## src/rtl/e203_exu_wbck_arb_pkg.sv

```systemverilog
// Shared defaults and helpers for the EXU write-back arbiter.
// Optional round-robin short-pipe arbitration: E203_WBCK_RR_EN.
package e203_exu_wbck_arb_pkg;

    localparam int WBCK_CH_NUM    = 2;
    localparam int E203_XLEN      = 32;
    localparam int E203_RFIDX_W   = 5;
    localparam int E203_ITAG_W    = 1;

    function automatic int chid_w(input int n);
        return (n > 1) ? $clog2(n) : 1;
    endfunction

endpackage

```

## src/rtl/e203_exu_wbck_rrarb.sv

```systemverilog
// Round-robin one-hot grant for short-pipe write-back requests.
// Built only when E203_WBCK_RR_EN is defined.
`ifdef E203_WBCK_RR_EN
module e203_exu_wbck_rrarb
    import e203_exu_wbck_arb_pkg::*;
#(
    parameter int N = 2,
    localparam int PW = chid_w(N)
) (
    input  logic [N-1:0]  req,
    input  logic [PW-1:0] ptr,
    output logic [N-1:0]  gnt
);

    logic [PW-1:0] idx;
    logic          found;

    // Scan starting at the pointer, wrapping back to channel 0.
    always_comb begin
        gnt   = '0;
        found = 1'b0;
        idx   = '0;
        for (int k = 0; k < N; k++) begin
            idx = PW'((int'(ptr) + k) % N);
            if (!found && req[idx]) begin
                gnt[idx] = 1'b1;
                found    = 1'b1;
            end
        end
    end

endmodule
`endif

```

## src/rtl/e203_exu_wbck_arb.sv

```systemverilog
// EXU write-back arbiter: OITF-ordered long-pipe, bypassing short-pipe.
// Define E203_WBCK_RR_EN for round-robin short-pipe arbitration.
module e203_exu_wbck_arb
    import e203_exu_wbck_arb_pkg::*;
#(
    parameter int CH_NUM  = WBCK_CH_NUM,
    parameter int XLEN    = E203_XLEN,
    parameter int RFIDX_W = E203_RFIDX_W,
    parameter int ITAG_W  = E203_ITAG_W,
    localparam int CW     = chid_w(CH_NUM)
) (
    input  logic                      clk,
    input  logic                      rst,
    input  logic [CH_NUM-1:0]         wbck_i_valid,
    output logic [CH_NUM-1:0]         wbck_i_ready,
    input  logic [CH_NUM*XLEN-1:0]    wbck_i_wdat,
    input  logic [CH_NUM*RFIDX_W-1:0] wbck_i_rdidx,
    input  logic [CH_NUM*ITAG_W-1:0]  wbck_i_itag,
    input  logic [CH_NUM-1:0]         wbck_i_longp,
    input  logic                      oitf_empty,
    input  logic [ITAG_W-1:0]         oitf_ret_ptr,
    output logic                      oitf_ret_ena,
    output logic                      wbck_o_valid,
    input  logic                      wbck_o_ready,
    output logic [XLEN-1:0]           wbck_o_wdat,
    output logic [RFIDX_W-1:0]        wbck_o_rdidx,
    output logic [CW-1:0]             wbck_o_chid
);

    logic               o_valid;
    logic               o_longp;
    logic [XLEN-1:0]    o_wdat;
    logic [RFIDX_W-1:0] o_rdidx;
    logic [CW-1:0]      o_chid;

    logic [CH_NUM-1:0]  elig;
    logic [CH_NUM-1:0]  long_elig;
    logic [CH_NUM-1:0]  short_elig;
    logic [CH_NUM-1:0]  long_gnt;
    logic [CH_NUM-1:0]  short_gnt;
    logic [CH_NUM-1:0]  grant;
    logic [CW-1:0]      gnt_idx;
    logic [XLEN-1:0]    gnt_wdat;
    logic [RFIDX_W-1:0] gnt_rdidx;
    logic               gnt_longp;
    logic               held_long;
    logic               load_en;
    logic               accept;

    assign held_long = o_valid & o_longp;
    assign load_en   = ~o_valid | wbck_o_ready;

    // A held long-pipe entry blocks further long-pipe grants until it retires.
    always_comb begin
        elig = '0;
        for (int i = 0; i < CH_NUM; i++) begin
            elig[i] = wbck_i_valid[i] & (~wbck_i_longp[i] |
                      ((wbck_i_itag[i*ITAG_W +: ITAG_W] == oitf_ret_ptr) &
                       ~oitf_empty & ~held_long));
        end
    end

    assign long_elig  = elig & wbck_i_longp;
    assign short_elig = elig & ~wbck_i_longp;
    assign long_gnt   = long_elig & (~long_elig + CH_NUM'(1));

`ifdef E203_WBCK_RR_EN
    logic [CW-1:0] rr_ptr;

    e203_exu_wbck_rrarb #(
        .N(CH_NUM)
    ) u_rrarb (
        .req(short_elig),
        .ptr(rr_ptr),
        .gnt(short_gnt)
    );

    always_ff @(posedge clk or posedge rst) begin
        if (rst) begin
            rr_ptr <= '0;
        end else if (accept & ~gnt_longp) begin
            rr_ptr <= (gnt_idx == CW'(CH_NUM - 1)) ? '0 : gnt_idx + CW'(1);
        end
    end
`else
    assign short_gnt = short_elig & (~short_elig + CH_NUM'(1));
`endif

    assign grant = (|long_elig) ? long_gnt : short_gnt;

    always_comb begin
        gnt_idx   = '0;
        gnt_wdat  = '0;
        gnt_rdidx = '0;
        gnt_longp = 1'b0;
        for (int i = 0; i < CH_NUM; i++) begin
            if (grant[i]) begin
                gnt_idx   = CW'(i);
                gnt_wdat  = wbck_i_wdat[i*XLEN +: XLEN];
                gnt_rdidx = wbck_i_rdidx[i*RFIDX_W +: RFIDX_W];
                gnt_longp = wbck_i_longp[i];
            end
        end
    end

    // Nothing is accepted while reset is asserted.
    assign accept       = (|grant) & load_en & ~rst;
    assign wbck_i_ready = grant & {CH_NUM{load_en & ~rst}};

    always_ff @(posedge clk or posedge rst) begin
        if (rst) begin
            o_valid <= 1'b0;
            o_longp <= 1'b0;
            o_wdat  <= '0;
            o_rdidx <= '0;
            o_chid  <= '0;
        end else if (accept) begin
            o_valid <= 1'b1;
            o_longp <= gnt_longp;
            o_wdat  <= gnt_wdat;
            o_rdidx <= gnt_rdidx;
            o_chid  <= gnt_idx;
        end else if (o_valid & wbck_o_ready) begin
            o_valid <= 1'b0;
        end
    end

    assign oitf_ret_ena = held_long & wbck_o_ready;
    assign wbck_o_valid = o_valid;
    assign wbck_o_wdat  = o_wdat;
    assign wbck_o_rdidx = o_rdidx;
    assign wbck_o_chid  = o_chid;

endmodule

```

## config.mk

```make
export PLATFORM = sky130hd
export DESIGN_NAME = e203_exu_wbck_arb
export DESIGN_NICKNAME = d
export VERILOG_FILES = /design/src/rtl/e203_exu_wbck_arb_pkg.sv /design/src/rtl/e203_exu_wbck_rrarb.sv /design/src/rtl/e203_exu_wbck_arb.sv
export SDC_FILE = /design/constraint.sdc
export NUM_CORES = 1
export LEC_CHECK = 0
export ABC_AREA = 0
export CAP_MARGIN = 20
export CORE_MARGIN = 2
export CORE_UTILIZATION = 33
export CTS_BUF_LIST = sky130_fd_sc_hd__clkbuf_16
export DETAILED_ROUTE_END_ITERATION = 16
export PLACE_DENSITY = 0.75
export SYNTH_ARGS = -nofsm -noshare
export SYNTH_HDL_FRONTEND = slang
export SYNTH_SLANG_ARGS = --single-unit
export TNS_END_PERCENT = 50
```

## constraint.sdc

```tcl
create_clock -name clk -period 2.2 [get_ports clk]
set_input_delay 0.66 -clock clk [delete_from_list [all_inputs] [get_ports clk]]
set_output_delay 0.66 -clock clk [all_outputs]
set_load 0.01 [all_outputs]
```

==> summary.txt, run 1 <==
status: complete, but fails checks
failing checks: negative setup slack
area grow syn2layout: 81.1%
Hold Path Depth: 1
CP Max Fanout: 2
Root Driver: clkbuf_16
Critical Path Slowest Stage Cell: buf_4
critical path arrival: 1600 ps
post-synthesis sequential area ratio: 0.492
Final Setup Violations: 2
pin count of the biggest net entering global routing: 38
via count of the first global-routing pass: 1,778
DPL Wire Length: 4210 um
Worst Skew: 4.11 ps
r2r setup slk: 310 ps
H-tree lvl count: 2
Num CTS Buffers: 5
final worst slack: -56.1 ps
RR Startpoint: wbck_o_valid$_DFFE_PP0P_
DRC errors left: 0
dominant synthesized flop cell: dfrtp_1
Synth Warn #: 0
Rows: 28
DR pass1 iterations: 3
R2R depth: 7
most frequent cells in the layout: 113 x clkdlybuf4s50_1, 40 x dfrtp_1, 37 x a22o_1, 27 x mux2_2, 12 x buf_4
Final GP Congestion: 0.844
max_slew headroom: 0.736
most common cell after layout, fill and taps aside: clkdlybuf4s50_1
synth unique cells: 24
ys async rst share: 1.00
Crit path largest cell delay: 170 ps
Post-synth EDFFs: 0
MaxCap Viol Count: 0
Max VDD drop: 0.000381 V
Final Power: 0.00265 W
crit path cell chain: buf_8, xnor2_4, nand4_1, buf_4, a21oi_4, and2b_1, buf_2
die area: 6810 um^2
Post-Syn Area: 2030 um^2
Placed Instance Area: 3490 um^2
worst setup path class: in -> out
wire length per cell: 15.6 um
Max Fclk: 0.443 GHz
Finished Layout Cells: 364
post-route minimum period: 2260 ps
Post-Route WL: 5670 um
global route total overflow: 0
Worst Tran Pin Value: 395 ps
CTS tree: built
layout cells sized above 1: 0.266
Die W: 82.5 um
Avg Cell Area, Syn: 13.4 um^2
clock buffer depth: 2
min-delay src: wbck_o_rdidx[4]$_DFFE_PP0P_
startpoint types: primary input
Reg clk slew, reported paths: 60 ps
Post-Syn Instances: 152
clk sinks: 40
Total Routing Usage GR: 0.165
core area: 5920 um^2
Yosys reg bits: 40
CP Capture Type: output pin
Hold Violations, Final: 0
Ant. Diodes: 0
IO Pins: 127
RSZ-0062 raised after global routing: true
vias: 1,768
antenna-violating nets left: 0
post-cts hold buffer count: 0
worst skew pair latency: 270 ps
PortBufs: 126
Multi-input gate area: 1020 um^2
worst r2r dst: wbck_o_rdidx[3]$_DFFE_PP0P_
via/cell ratio: 4.86
worst endpoint required time: 1540 ps
Hold Crit Endpoint: wbck_o_rdidx[4]$_DFFE_PP0P_
post-route cell area: 3680 um^2
storage element area: 1000 um^2
Initial DRC Count: 35
cell count after placement: 354
HP Class: reg -> reg
leakage power: 1.65 nW
Filler Cells Inserted: 493
PwrDens: 721 nW/um^2
hold slack: 502 ps
initial antenna violation count: 0
Synthesized Nets: 237
Fin Setup TNS: -91.5 ps
final critical-path share of the clock period: 1.03
Die H: 82.5 um
max-slew violations: 0
# nets final: 374
first-pass GRT wire length: 8510 um
Starting Density: 0.343
[power by group]
part / switching, W / leakage (nW) / internal (W)
registers: 0.0000862 / 0.519 / 0.000902
clock network: 0.000250 / 0.0709 / 0.000407
logic: 0.000349 / 1.06 / 0.000661
total: 0.000685 / 1.65 / 0.00197
[timing repair]
action                     4_1_cts  5_1_grt
buffers inserted                 3        0
pin swaps                        6        3
gates resized for setup         47        2
setup endpoints to repair       40        2
[metrics by stage]
stage	setup slack (ps)	utilization
2_1_floorplan	-3.68	-
5_1_grt	-101	0.622
3_5_place_dp	-885	0.589
6_report	-56.1	0.622
3_3_place_gp	-859	0.589
4_1_cts	-78.5	0.620
[worst max path at each step]
stage	from	end	slack (ps)	depth (start not counted)
floorplan	wbck_i_itag[0]	wbck_i_ready[0]	-4	6
global placement	oitf_ret_ptr	wbck_i_ready[0]	-860	6
detailed placement	oitf_ret_ptr	wbck_i_ready[1]	-890	6
CTS	wbck_i_itag[1]	wbck_i_ready[1]	-80	7
global route	oitf_ret_ptr	wbck_i_ready[1]	-100	7
finish	oitf_ret_ptr	wbck_i_ready[1]	-60	7
[kinds of logic after synthesis]
logic type | Yosys count | share of synthesized area
and+or+nand+nor | 10 | 0.0326
xor gates and xnor gates | 2 | 0.00862
muxes | 38 | 0.228
DFF | 40 | 0.492
buffers and inverters | 17 | 0.0511
AOI/OAI and AO/OA | 45 | 0.187
[sequential cells by signal, summed over array words and instances, names as in the netlist]
register,cells
wbck_o_chid,1
o_longp,1
wbck_o_rdidx,5
wbck_o_valid,1
wbck_o_wdat,32
[layer usage]
layer | part of all wire | GRT usage | vias to the layer above
li1 | - | - | 850
met1 | 0.38 | 0.178 | 835
met2 | 0.51 | 0.305 | 79
met3 | 0.098 | 0.0587 | 4
met4 | 0.010 | 0.0426 | 0
met5 | 0 | 0 | -
[worst max-delay path, delay by kind of cell]
kind            cells  cell delay [ps]
simple gates        2              270
xor+xnor            1              150
buf+inv             3              410
compound gates      1              110
[cell usage after synthesis (all sizes together) (2+ instances only)]
master  number  share of area
a22o        37           0.16
nand2b       3         0.0092
and3         3         0.0092
mux2        37           0.22
a21oi        2         0.0068
xnor2        2         0.0086
a21o         2         0.0074
clkbuf       2         0.0037
inv          5         0.0092
buf         10          0.038
dfrtp       40           0.49
[final cells by class]
cell class | instances | area share
clock buffer | 5 | 0.0340
clock inverter | 2 | 0.00238
inverter | 5 | 0.00510
multi-input combinational | 95 | 0.277
sequential | 40 | 0.272
tap | 75 | 0.0255
timing repair buffer | 142 | 0.384
(Power assumes the default switching activity.)
==> run 2, diff against run 1 <==
--- a/config.mk
+++ b/config.mk
@@ -8,10 +8,10 @@
 export ABC_AREA = 0
 export CAP_MARGIN = 20
 export CORE_MARGIN = 2
-export CORE_UTILIZATION = 33
-export CTS_BUF_LIST = sky130_fd_sc_hd__clkbuf_16
+export CORE_UTILIZATION = 34
+export CTS_BUF_LIST = sky130_fd_sc_hd__clkbuf_8
 export DETAILED_ROUTE_END_ITERATION = 16
-export PLACE_DENSITY = 0.75
+export PLACE_DENSITY = 0.77
 export SYNTH_ARGS = -nofsm -noshare
 export SYNTH_HDL_FRONTEND = slang
 export SYNTH_SLANG_ARGS = --single-unit
==> run 2 against run 1 <==
Effect of this change:
- the flow still finishes with violations (negative setup slack)
- clock-buffer cell count did not move
- worst setup slack improved by 15 ps
- maximum frequency rose by 0.66%
- utilization barely moved
- final cell count rose by 0.27%
- routed wire length fell by 7.1%
- flip-flop and latch count did not move
- first-iteration DRC count fell by 26%
- combinational power barely moved
- worst hold slack got worse by 22 ps
- sequential power barely moved
- clock power fell by 31%
- critical path type unchanged
- largest power group unchanged
- highest routed layer unchanged
==> summary.txt, run 2 (synthesis results as in run 1) <==
status: complete, but fails checks
failing checks: negative setup slack
worst skew pair latency: 280 ps
pin count of the biggest net entering global routing: 38
CP Max Fanout: 3
r2r setup slk: 220 ps
most frequent CP cell: nand2b_4
post-route minimum period: 2240 ps
IO Pins: 127
worst endpoint required time: 1540 ps
Max Fclk: 0.446 GHz
Placed Instance Area: 3490 um^2
Post-Route WL: 5270 um
clk sinks: 40
leakage power: 1.62 nW
Root Driver: clkbuf_8
critical path arrival: 1580 ps
Crit path largest cell delay: 210 ps
worst setup path class: in -> out
die area: 6610 um^2
R2R depth: 7
Total Routing Usage GR: 0.160
Starting Density: 0.348
HP Class: in -> async
Num CTS Buffers: 5
DPL Wire Length: 4000 um
Final Setup Violations: 2
RR Startpoint: wbck_o_valid$_DFFE_PP0P_
max_slew headroom: 0.732
layout cells sized above 1: 0.276
crit path cell chain: clkdlybuf4s15_1, nand2b_4, nand2b_4, a21oi_4, and2b_1, buf_2
via count of the first global-routing pass: 1,832
post-route cell area: 3640 um^2
Max VDD drop: 0.000368 V
Fin Setup TNS: -48.8 ps
RSZ-0062 raised after global routing: true
worst r2r dst: wbck_o_rdidx[0]$_DFFE_PP0P_
hold slack: 480 ps
post-cts hold buffer count: 0
wire length per cell: 14.4 um
kind of cell adding the most delay to the critical path: simple AND/OR/NAND/NOR gates
DR pass1 iterations: 3
Rows: 28
CP endpoint: wbck_i_ready[1]
MaxCap Viol Count: 0
# nets final: 375
final worst slack: -41.2 ps
Filler Cells Inserted: 489
Final Power: 0.00244 W
Hold Violations, Final: 0
max-slew violations: 0
Worst Tran Pin Value: 402 ps
Worst Skew: 4.43 ps
PwrDens: 671 nW/um^2
Crit path depth: 6
core area: 5850 um^2
via/cell ratio: 4.89
Reg clk slew, reported paths: 70 ps
global route total overflow: 0
CP Capture Type: output pin
antenna-violating nets left: 0
most common cell after layout, fill and taps aside: clkdlybuf4s50_1
CTS tree: built
clock buffer depth: 2
Die H: 81.3 um
Worst Setup SP: wbck_i_longp[1]
Ant. Diodes: 0
max FFs per register: 32
Final GP Congestion: 0.750
final critical-path share of the clock period: 1.02
Critical Path Slowest Stage Cell: clkdlybuf4s15_1
startpoint types: primary input
PortBufs: 126
first-pass GRT wire length: 8160 um
worst path buffer plus inverter count: 2
most frequent cells in the layout: 113 x clkdlybuf4s50_1, 40 x dfrtp_1, 37 x a22o_1, 27 x mux2_2, 14 x buf_4
DRC errors left: 0
area grow syn2layout: 78.9%
initial antenna violation count: 0
vias: 1,786
Initial DRC Count: 26
Die W: 81.3 um
H-tree lvl count: 2
## run 2: changes by cell type in the layout (fill, tap and decap cells not counted), sizes merged
cell,before,now
buf,22,24
clkdlybuf4s15,4,2
clkbuf,5,6
clkinvlp,0,1
inv,5,4
## run 2: worst min-delay path by stage
stage	from	depth (start not counted)	slack, ps	endpoint
detailed placement	wbck_o_wdat[3]$_DFFE_PP0P_	1	490	wbck_o_wdat[3]$_DFFE_PP0P_
finish	rst	3	480	wbck_o_chid$_DFFE_PP0P_
CTS	rst	3	470	wbck_o_chid$_DFFE_PP0P_
global placement	wbck_o_wdat[27]$_DFFE_PP0P_	1	490	wbck_o_wdat[27]$_DFFE_PP0P_
floorplan	o_longp$_DFFE_PP0P_	2	540	o_longp$_DFFE_PP0P_
global route	rst	3	480	wbck_o_chid$_DFFE_PP0P_
## run 2: repair_timing
action,in CTS,in global routing
setup buffers,2,0
gates resized for setup,48,7
pin swaps,7,5
endpoints found under the hold margin,0,0
setup endpoints to repair,40,2
## run 2: worst reg2reg max path, delay by kind of cell (launching register included)
| kind | cells | cell delay, ps |
|---|---|---|
| AOI/OAI and AO/OA | 2 | 430 |
| buffers and inverters | 4 | 660 |
| DFF | 1 | 420 |
| muxes | 1 | 360 |
## run 2: layout make-up
| cell class | instances | area, um^2 | share of cell area |
|---|---|---|---|
| Clock buffer | 5 | 68.8 | 0.0189 |
| Clock inverter | 2 | 12.5 | 0.00344 |
| Inverter | 5 | 18.8 | 0.00516 |
| Multi-Input combinational cell | 95 | 1030 | 0.284 |
| Sequential cell | 40 | 1000 | 0.275 |
| Tap cell | 75 | 93.8 | 0.0258 |
| Timing Repair Buffer | 143 | 1410 | 0.388 |
## run 2: metrics by stage
step	instances	worst slack, ps	utilization
2_1_floorplan	152	-3.68	-
3_3_place_gp	356	-855	0.596
3_5_place_dp	356	-863	0.596
4_1_cts	365	-68.6	0.617
5_1_grt	365	-108	0.622
6_report	365	-41.2	0.622
## run 2: metal layers
layer,vias to the layer above,global-route usage,share of wire
met5,-,0,0
met4,0,0.0458,0.0089
met3,8,0.0500,0.087
met2,74,0.301,0.52
met1,852,0.170,0.39
li1,852,-,-
## run 2: where the power goes
part	switching, W	total (W)	internal, W
Clock	0.000237	0.000452	0.000214
Combinational	0.000341	0.00100	0.000663
Sequential	0.0000853	0.000985	0.000900
